File: src/rtl/plab2_proc_bypass_pkg.sv
// Shared definitions for the bypass/scoreboard slice: select encoding
// and a width helper used to size stage-index and select fields.
package plab2_proc_bypass_pkg;

  // byp_sel value meaning "operand comes from the register file";
  // stage s is encoded as s+1.
  localparam int unsigned c_byp_sel_regfile = 0;

  // Bits needed to encode values 0..v-1; never less than 1 so that
  // degenerate single-stage builds still get a legal field width.
  function automatic int unsigned clog2(input int unsigned v);
    int unsigned r;
    r = 0;
    while ((64'd1 << r) < 64'(v)) r++;
    return (r == 0) ? 1 : r;
  endfunction

endpackage

File: src/rtl/plab2_proc_bypass_scoreboard_if.sv
// Bundle between the D-stage control/datapath and the bypass scoreboard.
//   master: pipeline side (drives issue, stage control, read ports, data)
//   slave : scoreboard side (drives rd_data, byp_sel, stall_D, pending)
// Vector fields are flat: port p at [p*W +: W], stage s at [s*W +: W].
interface plab2_proc_bypass_scoreboard_if
  import plab2_proc_bypass_pkg::*;
#(
  parameter int unsigned p_num_stages   = 3,
  parameter int unsigned p_num_rd_ports = 2,
  parameter int unsigned p_addr_nbits   = 5,
  parameter int unsigned p_data_nbits   = 32
);
  localparam int unsigned c_stage_nbits = clog2(p_num_stages);
  localparam int unsigned c_sel_nbits   = clog2(p_num_stages + 1);

  logic                                    domain;
  logic                                    issue_val;
  logic                                    issue_wen;
  logic [p_addr_nbits-1:0]                 issue_waddr;
  logic [c_stage_nbits-1:0]                issue_rdy_stage;
  logic                                    issue_long;
  logic [p_num_stages-1:0]                 stage_en;
  logic [p_num_stages-1:0]                 squash;
  logic [p_num_rd_ports-1:0]               rd_val;
  logic [p_num_rd_ports*p_addr_nbits-1:0]  rd_addr;
  logic [p_num_rd_ports*p_data_nbits-1:0]  rf_rdata;
  logic [p_num_stages*p_data_nbits-1:0]    byp_data;
  logic                                    long_wb_val;
  logic [p_addr_nbits-1:0]                 long_wb_addr;
  logic [p_num_rd_ports*p_data_nbits-1:0]  rd_data;
  logic [p_num_rd_ports*c_sel_nbits-1:0]   byp_sel;
  logic                                    stall_D;
  logic [(1<<p_addr_nbits)-1:0]            pending;

  modport master (
    output domain, issue_val, issue_wen, issue_waddr, issue_rdy_stage,
           issue_long, stage_en, squash, rd_val, rd_addr, rf_rdata,
           byp_data, long_wb_val, long_wb_addr,
    input  rd_data, byp_sel, stall_D, pending
  );

  modport slave (
    input  domain, issue_val, issue_wen, issue_waddr, issue_rdy_stage,
           issue_long, stage_en, squash, rd_val, rd_addr, rf_rdata,
           byp_data, long_wb_val, long_wb_addr,
    output rd_data, byp_sel, stall_D, pending
  );

endinterface

File: src/rtl/plab2_proc_bypass_scoreboard_match.sv
// Priority matcher for one read port over the in-flight write entries.
//   ent_*    : per-stage entry fields (stage 0 = X, youngest)
//   rd_addr  : register this port reads
//   rf_rdata : regfile value used when nothing in flight matches
//   byp_data : per-stage result data
//   sel      : 0 = regfile, s+1 = stage s
//   hazard   : youngest match exists but its result is not yet ready
//   data     : forwarded operand
module plab2_proc_bypass_match
  import plab2_proc_bypass_pkg::*;
#(
  parameter int unsigned p_num_stages  = 3,
  parameter int unsigned p_addr_nbits  = 5,
  parameter int unsigned p_data_nbits  = 32,
  parameter int unsigned p_stage_nbits = 2,
  parameter int unsigned p_sel_nbits   = 2
)(
  input  logic [p_num_stages-1:0]                    ent_val,
  input  logic [p_num_stages-1:0][p_addr_nbits-1:0]  ent_waddr,
  input  logic [p_num_stages-1:0][p_stage_nbits-1:0] ent_rdy,
  input  logic [p_addr_nbits-1:0]                    rd_addr,
  input  logic [p_data_nbits-1:0]                    rf_rdata,
  input  logic [p_num_stages-1:0][p_data_nbits-1:0]  byp_data,
  output logic [p_sel_nbits-1:0]                     sel,
  output logic                                       hazard,
  output logic [p_data_nbits-1:0]                    data
);

  logic found;

  always_comb begin
    sel    = p_sel_nbits'(c_byp_sel_regfile);
    data   = rf_rdata;
    hazard = 1'b0;
    found  = 1'b0;
    // Scan young to old; the first hit shadows every older write.
    for (int unsigned s = 0; s < p_num_stages; s++) begin
      if (!found && ent_val[s] && (ent_waddr[s] == rd_addr) && (rd_addr != '0)) begin
        found  = 1'b1;
        sel    = p_sel_nbits'(s + 1);
        data   = byp_data[s];
        hazard = (32'(ent_rdy[s]) > s);
      end
    end
  end

endmodule

File: src/rtl/plab2_proc_bypass_scoreboard.sv
// Operand-forwarding and hazard unit for the D stage.
//   clk, reset : clock, asynchronous active-high reset
//   bus        : slave side of plab2_proc_bypass_scoreboard_if
// Keeps a per-stage shift register of in-flight pipeline writes and a
// pending-bit vector for long-latency destinations; produces forwarded
// operands, bypass selects and stall_D.
module plab2_proc_bypass_scoreboard
  import plab2_proc_bypass_pkg::*;
#(
  parameter int unsigned p_num_stages   = 3,
  parameter int unsigned p_num_rd_ports = 2,
  parameter int unsigned p_addr_nbits   = 5,
  parameter int unsigned p_data_nbits   = 32
)(
  input logic                          clk,
  input logic                          reset,
  plab2_proc_bypass_scoreboard_if.slave bus
);

  localparam int unsigned S = p_num_stages;
  localparam int unsigned P = p_num_rd_ports;
  localparam int unsigned A = p_addr_nbits;
  localparam int unsigned D = p_data_nbits;
  localparam int unsigned c_stage_nbits = clog2(S);
  localparam int unsigned c_sel_nbits   = clog2(S + 1);

  logic [S-1:0]                    ent_val;
  logic [S-1:0][A-1:0]             ent_waddr;
  logic [S-1:0][c_stage_nbits-1:0] ent_rdy;

  logic [S-1:0]                    up_val;
  logic [S-1:0][A-1:0]             up_waddr;
  logic [S-1:0][c_stage_nbits-1:0] up_rdy;

  logic [(1<<A)-1:0]               pending;
  logic [(1<<A)-1:0]               pending_nxt;

  logic [P-1:0]                    hazard;
  logic [P-1:0]                    rd_pend;
  logic [P-1:0][c_sel_nbits-1:0]   sel;
  logic [P-1:0][D-1:0]             data;

  logic stall;
  logic issue_fwd;
  logic issue_set;
  logic waw;

  // Register 0 is never tracked, so writes to it neither enter the
  // stage pipe nor set a pending bit.
  assign issue_fwd = bus.issue_val & bus.issue_wen & ~bus.issue_long & ~stall
                   & (bus.issue_waddr != '0);
  assign issue_set = bus.issue_val & bus.issue_wen &  bus.issue_long & ~stall
                   & (bus.issue_waddr != '0);

  // Upstream view of each stage: stage 0 is fed by the issuing instruction.
  always_comb begin
    up_val      = '0;
    up_waddr    = '0;
    up_rdy      = '0;
    up_val[0]   = issue_fwd;
    up_waddr[0] = bus.issue_waddr;
    up_rdy[0]   = bus.issue_rdy_stage;
    for (int unsigned s = 1; s < S; s++) begin
      up_val[s]   = ent_val[s-1];
      up_waddr[s] = ent_waddr[s-1];
      up_rdy[s]   = ent_rdy[s-1];
    end
  end

  always_ff @(posedge clk or posedge reset) begin
    if (reset) begin
      ent_val   <= '0;
      ent_waddr <= '0;
      ent_rdy   <= '0;
    end else begin
      for (int unsigned s = 0; s < S; s++) begin
        if (bus.squash[s]) begin
          ent_val[s] <= 1'b0;
        end else if (bus.stage_en[s]) begin
          ent_val[s]   <= up_val[s];
          ent_waddr[s] <= up_waddr[s];
          ent_rdy[s]   <= up_rdy[s];
        end
      end
    end
  end

  // Clear first so a same-cycle set to the same register wins.
  always_comb begin
    pending_nxt = pending;
    if (bus.long_wb_val) pending_nxt[bus.long_wb_addr] = 1'b0;
    if (issue_set)       pending_nxt[bus.issue_waddr]  = 1'b1;
  end

  always_ff @(posedge clk or posedge reset) begin
    if (reset) pending <= '0;
    else       pending <= pending_nxt;
  end

  for (genvar p = 0; p < P; p++) begin : g_port
    plab2_proc_bypass_match #(
      .p_num_stages  (S),
      .p_addr_nbits  (A),
      .p_data_nbits  (D),
      .p_stage_nbits (c_stage_nbits),
      .p_sel_nbits   (c_sel_nbits)
    ) u_match (
      .ent_val   (ent_val),
      .ent_waddr (ent_waddr),
      .ent_rdy   (ent_rdy),
      .rd_addr   (bus.rd_addr[p*A +: A]),
      .rf_rdata  (bus.rf_rdata[p*D +: D]),
      .byp_data  (bus.byp_data),
      .sel       (sel[p]),
      .hazard    (hazard[p]),
      .data      (data[p])
    );
    assign rd_pend[p] = pending[bus.rd_addr[p*A +: A]];
  end

  assign waw   = bus.issue_val & bus.issue_wen & pending[bus.issue_waddr];
  assign stall = (|(bus.rd_val & (hazard | rd_pend))) | waw;

  assign bus.rd_data = data;
  assign bus.byp_sel = sel;
  assign bus.stall_D = stall;
  assign bus.pending = pending;

endmodule

File: src/flat_wrapper.sv
// flat-port wrapper written by rule: the top's interface ports become plain ports
module plab2_proc_bypass_scoreboard_flat import plab2_proc_bypass_pkg::*;
#(
  parameter int unsigned p_num_stages   = 3,
  parameter int unsigned p_num_rd_ports = 2,
  parameter int unsigned p_addr_nbits   = 5,
  parameter int unsigned p_data_nbits   = 32
)
  (clk, reset, bus_domain, bus_issue_val, bus_issue_wen, bus_issue_waddr, bus_issue_rdy_stage, bus_issue_long, bus_stage_en, bus_squash, bus_rd_val, bus_rd_addr, bus_rf_rdata, bus_byp_data, bus_long_wb_val, bus_long_wb_addr, bus_rd_data, bus_byp_sel, bus_stall_D, bus_pending);
  plab2_proc_bypass_scoreboard_if #(.p_num_stages(p_num_stages), .p_num_rd_ports(p_num_rd_ports), .p_addr_nbits(p_addr_nbits), .p_data_nbits(p_data_nbits)) bus_i ();
  input logic clk;
  input logic reset;
  input wire logic [$bits(bus_i.domain)-1:0] bus_domain;
  input wire logic [$bits(bus_i.issue_val)-1:0] bus_issue_val;
  input wire logic [$bits(bus_i.issue_wen)-1:0] bus_issue_wen;
  input wire logic [$bits(bus_i.issue_waddr)-1:0] bus_issue_waddr;
  input wire logic [$bits(bus_i.issue_rdy_stage)-1:0] bus_issue_rdy_stage;
  input wire logic [$bits(bus_i.issue_long)-1:0] bus_issue_long;
  input wire logic [$bits(bus_i.stage_en)-1:0] bus_stage_en;
  input wire logic [$bits(bus_i.squash)-1:0] bus_squash;
  input wire logic [$bits(bus_i.rd_val)-1:0] bus_rd_val;
  input wire logic [$bits(bus_i.rd_addr)-1:0] bus_rd_addr;
  input wire logic [$bits(bus_i.rf_rdata)-1:0] bus_rf_rdata;
  input wire logic [$bits(bus_i.byp_data)-1:0] bus_byp_data;
  input wire logic [$bits(bus_i.long_wb_val)-1:0] bus_long_wb_val;
  input wire logic [$bits(bus_i.long_wb_addr)-1:0] bus_long_wb_addr;
  output wire logic [$bits(bus_i.rd_data)-1:0] bus_rd_data;
  output wire logic [$bits(bus_i.byp_sel)-1:0] bus_byp_sel;
  output wire logic [$bits(bus_i.stall_D)-1:0] bus_stall_D;
  output wire logic [$bits(bus_i.pending)-1:0] bus_pending;
  assign bus_i.domain = bus_domain;
  assign bus_i.issue_val = bus_issue_val;
  assign bus_i.issue_wen = bus_issue_wen;
  assign bus_i.issue_waddr = bus_issue_waddr;
  assign bus_i.issue_rdy_stage = bus_issue_rdy_stage;
  assign bus_i.issue_long = bus_issue_long;
  assign bus_i.stage_en = bus_stage_en;
  assign bus_i.squash = bus_squash;
  assign bus_i.rd_val = bus_rd_val;
  assign bus_i.rd_addr = bus_rd_addr;
  assign bus_i.rf_rdata = bus_rf_rdata;
  assign bus_i.byp_data = bus_byp_data;
  assign bus_i.long_wb_val = bus_long_wb_val;
  assign bus_i.long_wb_addr = bus_long_wb_addr;
  assign bus_rd_data = bus_i.rd_data;
  assign bus_byp_sel = bus_i.byp_sel;
  assign bus_stall_D = bus_i.stall_D;
  assign bus_pending = bus_i.pending;
  plab2_proc_bypass_scoreboard #(.p_num_stages(p_num_stages), .p_num_rd_ports(p_num_rd_ports), .p_addr_nbits(p_addr_nbits), .p_data_nbits(p_data_nbits)) u_core (.clk(clk), .reset(reset), .bus(bus_i));
endmodule
File: config.mk
export PLATFORM = sky130hd
export DESIGN_NAME = plab2_proc_bypass_scoreboard_flat
export DESIGN_NICKNAME = d
export VERILOG_FILES = /design/src/rtl/plab2_proc_bypass_pkg.sv /design/src/rtl/plab2_proc_bypass_scoreboard_if.sv /design/src/rtl/plab2_proc_bypass_scoreboard_match.sv /design/src/rtl/plab2_proc_bypass_scoreboard.sv /design/src/flat_wrapper.sv
export SDC_FILE = /design/constraint.sdc
export NUM_CORES = 1
export LEC_CHECK = 0
export ABC_AREA = 1
export CAP_MARGIN = 20
export CORE_ASPECT_RATIO = 1.5
export CORE_MARGIN = 5
export CORE_UTILIZATION = 41
export CTS_CLUSTER_DIAMETER = 50
export DETAILED_ROUTE_END_ITERATION = 7
export GPL_TIMING_DRIVEN = 0
export PLACE_DENSITY_LB_ADDON = 0.25
export REMOVE_ABC_BUFFERS = 1
export SYNTH_ARGS = -nofsm -noshare
export SYNTH_HDL_FRONTEND = slang
export SYNTH_HIERARCHICAL = 1
export SYNTH_SLANG_ARGS = --single-unit
File: constraint.sdc
create_clock -name clk -period 2.4 [get_ports clk]
set_input_delay 0.48 -clock clk [delete_from_list [all_inputs] [get_ports clk]]
set_output_delay 0.48 -clock clk [all_outputs]
set_load 0.02 [all_outputs]
Word-level counts from Yosys, hierarchy flattened. Index checks and enable logic that the tools add are counted.

Bitwise operators: 19. Magnitude comparators: 9. Muxes and demuxes: 40. Equality and inequality tests: 6. Reductions and logical operators: 32.

Operator list (count): $mux 32 (8); $and 32x32->32 (1); $not 32->32 (1); $or 32x32->32 (1); $eq 5x5->1 (6); $lt 5x6->1 const B (4); $mux 1 (23); $logic_and 1x1->1 (18); $bmux 1 s5 (3); $reduce_bool 5->1 (3); $demux 1 s5 (2); $ge 5x1->1 const B (2); $and 1x1->1 (8); $mux 2 (4); $reduce_and 2->1 (3); $reduce_bool 2->1 (3); $not 1->1 (5); $gt 2x1->1 const B (2); $logic_not 1->1 (4); $and 2x2->2 (1); $gt 2x2->1 const B (1); $or 2x2->2 (1); $reduce_or 2->1 (1); $or 1x1->1 (1).

Flip-flop bits (word level): 56. Input bits: 197. Output and inout port bits: 101.

Logic depth before layout (Yosys ltp).
Depth in word-level cells: 23. Gate-level depth with buffers: 19. Depth with buffers taken out: 16.

Modules after synthesis. Netlist, hierarchy kept.

Modules (own cells, without submodules): plab2_proc_bypass_match (cells each 449, instances 2, area an instance 1934.4 um^2); plab2_proc_bypass_scoreboard (cells each 518, instances 1, area an instance 3613.5 um^2).

Worst setup path before layout. No wires, ideal clock.

Path type: input -> output. Start point: input bus_rd_addr[3]. End point: output bus_stall_D. Data required time: 1.920 ns. Setup slack: -0.061 ns. Arrival time: 1.981 ns. Cell stages on the path: 16. Cells stage by stage: inv_2 nor2_1 nor2_1 nand2_1 nor2_4 nand2_4 buf_6 buf_6 nand3_1 o21ai_1 inv_1 nand2_1 inv_1 nand3_1 a21oi_4 nand2_1.

Cells in the longest elaborated chain, start to end: 18. Elaborated cells between the ends (all ways): 25.

Ends and longest elaborated chain: from (decl) (line flat_wrapper.sv:22) `input wire logic [$bits(bus_i.rd_addr)-1:0] bus_rd_addr;`; $eq 5x5->1 (line plab2_proc_bypass_scoreboard_match.sv:38) `if (!found && ent_val[s] && (ent_waddr[s] == rd_addr) && (rd_addr != '0)) begin`; $logic_and 1x1->1 (2 in series) (line plab2_proc_bypass_scoreboard_match.sv:38); $mux 1 (line plab2_proc_bypass_scoreboard_match.sv:38); $logic_not 1->1 (line plab2_proc_bypass_scoreboard_match.sv:38); $logic_and 1x1->1 (3 in series) (line plab2_proc_bypass_scoreboard_match.sv:38); $mux 1 (line plab2_proc_bypass_scoreboard_match.sv:38); $logic_not 1->1 (line plab2_proc_bypass_scoreboard_match.sv:38); $logic_and 1x1->1 (3 in series) (line plab2_proc_bypass_scoreboard_match.sv:38); $mux 1 (*) (line plab2_proc_bypass_scoreboard_match.sv:38); net u_core.hazard[0] (line plab2_proc_bypass_scoreboard.sv:38) `logic [P-1:0] hazard;`; $or 2x2->2 (*) (line plab2_proc_bypass_scoreboard.sv:122) `assign stall = (|(bus.rd_val & (hazard | rd_pend))) | waw;`; $and 2x2->2 (*) (line plab2_proc_bypass_scoreboard.sv:122); $reduce_or 2->1 (*) (line plab2_proc_bypass_scoreboard.sv:122); $or 1x1->1 (*) (line plab2_proc_bypass_scoreboard.sv:122); to (decl) (line flat_wrapper.sv:29) `output wire logic [$bits(bus_i.stall_D)-1:0] bus_stall_D;`.

The timed path passes the listed nets; every way through them passes the cells marked *. The select of a mux whose other input is x is not followed.

Final worst setup path.
Start point: register u_core/ent_waddr[0] in the netlist's numbering. End point: output bus_rd_data[20].

Cells in the longest elaborated chain, start to end: 14. Elaborated cells between the ends (all ways): 16.

Ends and longest elaborated chain: from (decl) (line plab2_proc_bypass_scoreboard.sv:28) `logic [S-1:0][A-1:0] ent_waddr;`; from (signal, indexed assignment) (line plab2_proc_bypass_scoreboard.sv:81) `ent_waddr[s] <= up_waddr[s];`; $eq 5x5->1 (*) (line plab2_proc_bypass_scoreboard_match.sv:38); $logic_and 1x1->1 (*) (2 in series) (line plab2_proc_bypass_scoreboard_match.sv:38); $mux 1 (line plab2_proc_bypass_scoreboard_match.sv:38); $logic_not 1->1 (line plab2_proc_bypass_scoreboard_match.sv:38); $logic_and 1x1->1 (3 in series) (line plab2_proc_bypass_scoreboard_match.sv:38); $mux 1 (line plab2_proc_bypass_scoreboard_match.sv:38); $logic_not 1->1 (line plab2_proc_bypass_scoreboard_match.sv:38); $logic_and 1x1->1 (3 in series) (line plab2_proc_bypass_scoreboard_match.sv:38); $mux 32 (*) (line plab2_proc_bypass_scoreboard_match.sv:38); to (decl) (line flat_wrapper.sv:27) `output wire logic [$bits(bus_i.rd_data)-1:0] bus_rd_data;`.

Every way passes the cells marked *; elsewhere a longest branch is shown, timed or not.

==> summary.txt <==
status - complete, but fails checks
violated checks - DRC, setup timing
vias - 12500
Slew HR - 66.8%
core area - 17900 µm²
Nets - 1996
Worst Tran Pin Value - 0.496 ns
Synth Area in Simple Gates - 55.5%
final setup vio count - 100
die width - 120 µm
Final Hold Slack - 0.471 ns
final instance area - 12900 µm²
utilization after layout - 71.9%
maxcap violations - 0
synthesized instance count - 1416
worst path arrival time - 2.40 ns
GRT Util Overall - 37.9%
clock power share - 18.2%
met3 usage - 10.6%
Crit Path Class - flop to output pin
HPWL Detailed - 24700 µm
gpl congestion - 0.984
layout cell share with drive strength beyond 1 - 24.6%
Slew Limit Fails - 0
syn_area_per_cell - 5.28 µm²
part of the power in registers - 29.5%
Filler cells - 1399
NetSw - 1.76 mW
Critical Path RT - 1.92 ns
first-pass GRT wire length - 62100 µm
PnR worst setup slack - -0.481 ns
GRT overflow - 0
post-route minimum period - 2.88 ns
Place WS - -4.49 ns
clk_skew - 0.0112 ns
Unique masters post-synth - 29
Num CTS Buffers - 5
setup tns final - -24.66 ns
multiplexer share of the synthesized area - 2.11%
adder-cell area share of the yosys netlist - 0%
Cell Pwr Density - 331 nW/µm²
Worst Hold Class - input port to async pin
Peak Freq - 347 MHz
Top Ports - 298
initial antenna violation count - 9
complex-gate fraction of the synthesized area - 5.28%
DR iter-0 viols - 2193
switch share - 41.4%
Port Buffer Count - 296
met1 usage - 37.9%
Post-Synth XOR/XNOR Area - 0%
final period utilization - 120%
clk slew on worst S/H paths - 0.07 ns
Logic pwr share - 52.2%
Die ar. - 21100 µm²
Pint - 2.50 mW
P_leak - 6.60 nW
CTS Buffer Depth - 2
M2 GR Usage - 64.7%
final wirelength - 49800 µm
CP endpoint kind - output pin
depth of the CTS H-tree - 2
CP startpoint kind - flop
register bit total from synthesis - 56
layer with the highest usage - met2
ANT nets after route - 0
row cnt - 60
detailed-route DRC error count - 18
largest net degree at the start of global routing - 42
CTS sink count - 56
CTS tree - done
Initial Util - 41.7%
RSZ-0062 raised after global routing - yes
yosys warns - 6
R2R Path Start - u_core/ent_waddr[1]
maximum VDD drop - 398 µV
Final Hold Fails - 0
largest family of logic cells by synthesized area - simple AND/OR/NAND/NOR gates
Die Y - 175 µm
vias in the first global route - 10788
root buf cell - clkbuf_16
WL/cell - 24.6 µm
placed insts - 1859
worst skew pair latency - 0.31 ns
drt via density - 6.18
Area Overhead vs Synth - 72.3%
area of placed instances - 10300 µm²
register area share after synthesis - 18.7%
Power Total - 4.26 mW
Syn Std Cell Area - 7480 µm²
CP max FO - 7
post-route non-filler standard cell count - 2024
Pre-antenna DRT Iters - 8
launch point of the worst path - u_core/ent_waddr[0]
[per-layer routing]
layer	routed length (µm)	up-vias
li1	-	5231
met1	14200	5476
met2	21800	1252
met3	7280	537
met4	6500	4
met5	25	-
[final timing paths]
path | slack [ns] | to | depth (start not counted)
worst max-delay path | -0.48 | bus_rd_data[20] | 13
worst min-delay path | 0.47 | u_core/bus.pending[14] | 2
worst max register to register | -0.07 | u_core/bus.pending[16] | 15
worst min register to register | 0.51 | u_core/ent_rdy[2] | 1
max in group asynchronous | 1.35 | u_core/ent_waddr[1] | 3
min in group clk | 0.51 | u_core/ent_rdy[2] | 1
[worst max-delay path, stage by stage (launching register included)]
cell     delay (ns)
dfrtp_2        0.48
nand2_1        0.14
nand3_4        0.09
nor2_4         0.16
buf_6          0.12
buf_12         0.13
buf_16         0.18
buf_6          0.12
nand2_4        0.10
nand2_1        0.13
nand3_1        0.12
nand2_1        0.11
nand2_1        0.06
buf_4          0.15
[synthesized netlist by cell type, drive strengths merged]
cell,number,area [µm²]
nor3,9,45.0
nand2,552,2090
mux2,14,158
nand3,266,1370
clkinv,1,5.00
a21oi,15,90.1
nand3b,1,7.51
o211ai,10,75.1
o21ai,46,230
inv,244,918
nor2,94,415
clkbuf,13,48.8
buf,59,402
dfrtp,56,1400
nand4,36,225
[cell type report]
cell class	instances	area (µm²)	area share [%]
clock buffers	6	139	1.08
multi-input cells	1072	5620	43.6
diodes	7	17.5	0.136
inverters	245	952	7.39
well taps	217	272	2.11
flip-flops and latches	56	1410	10.9
clock inverters	2	13.8	0.107
repair inverters	4	41.3	0.320
repair buffers	415	4420	34.3
[cells in the final DEF (no fill, tap or decap), types with 3 or more instances in the layout]
cell type and instances:
a21oi_1 13, nand2_2 41, nand2_4 8, nor2_4 21, dfrtp_2 6, nand2_1 502, buf_2 14, dfrtp_1 50
nand2_8 21, inv_8 3, mux2_2 14, buf_4 83, diode_2 7, nor2_1 74, buf_16 3, nand3_2 17
inv_2 73, o21ai_0 40, buf_6 44, clkbuf_16 7, clkdlybuf4s50_1 214, nand3_1 242, clkdlybuf4s15_2 14, nor3_2 6
nand3_4 9, buf_8 7, buf_12 31, o21ai_1 6, o211ai_1 10, nand4_1 36, inv_1 167, nor2_2 5
[sequential cells by signal, indices dropped and copies added, names as in the netlist]
name,cells
u_core/ent_val,3
u_core/ent_rdy,6
u_core/ent_waddr,15
u_core/bus.pending,32
[cells by family after synthesis]
group | after synthesis
flip-flops | 56
buffers and inverters | 317
AO/OA/AOI/OAI | 71
AND/OR/NAND/NOR | 958
multiplexers | 14
[power groups by stage]
| stage | clock, mW | sequential, mW | combinational (mW) |
|---|---|---|---|
| floorplan | 0 | 1.28 | 0.792 |
| global placement | 0 | 1.26 | 1.68 |
| detailed placement | 0 | 1.26 | 1.71 |
| CTS | 0.781 | 1.25 | 1.97 |
| global route | 0.825 | 1.28 | 2.34 |
| finish | 0.778 | 1.26 | 2.23 |
[timing repair]
item | in CTS | in global routing
pin swaps | 41 | 36
gates resized for setup | 413 | 211
hold buffers | 0 | 0
endpoints found under the setup margin | 101 | 100
setup buffers | 76 | 38
cloned | 24 | 14
No activity file was read; power rests on OpenSTA's default activity.
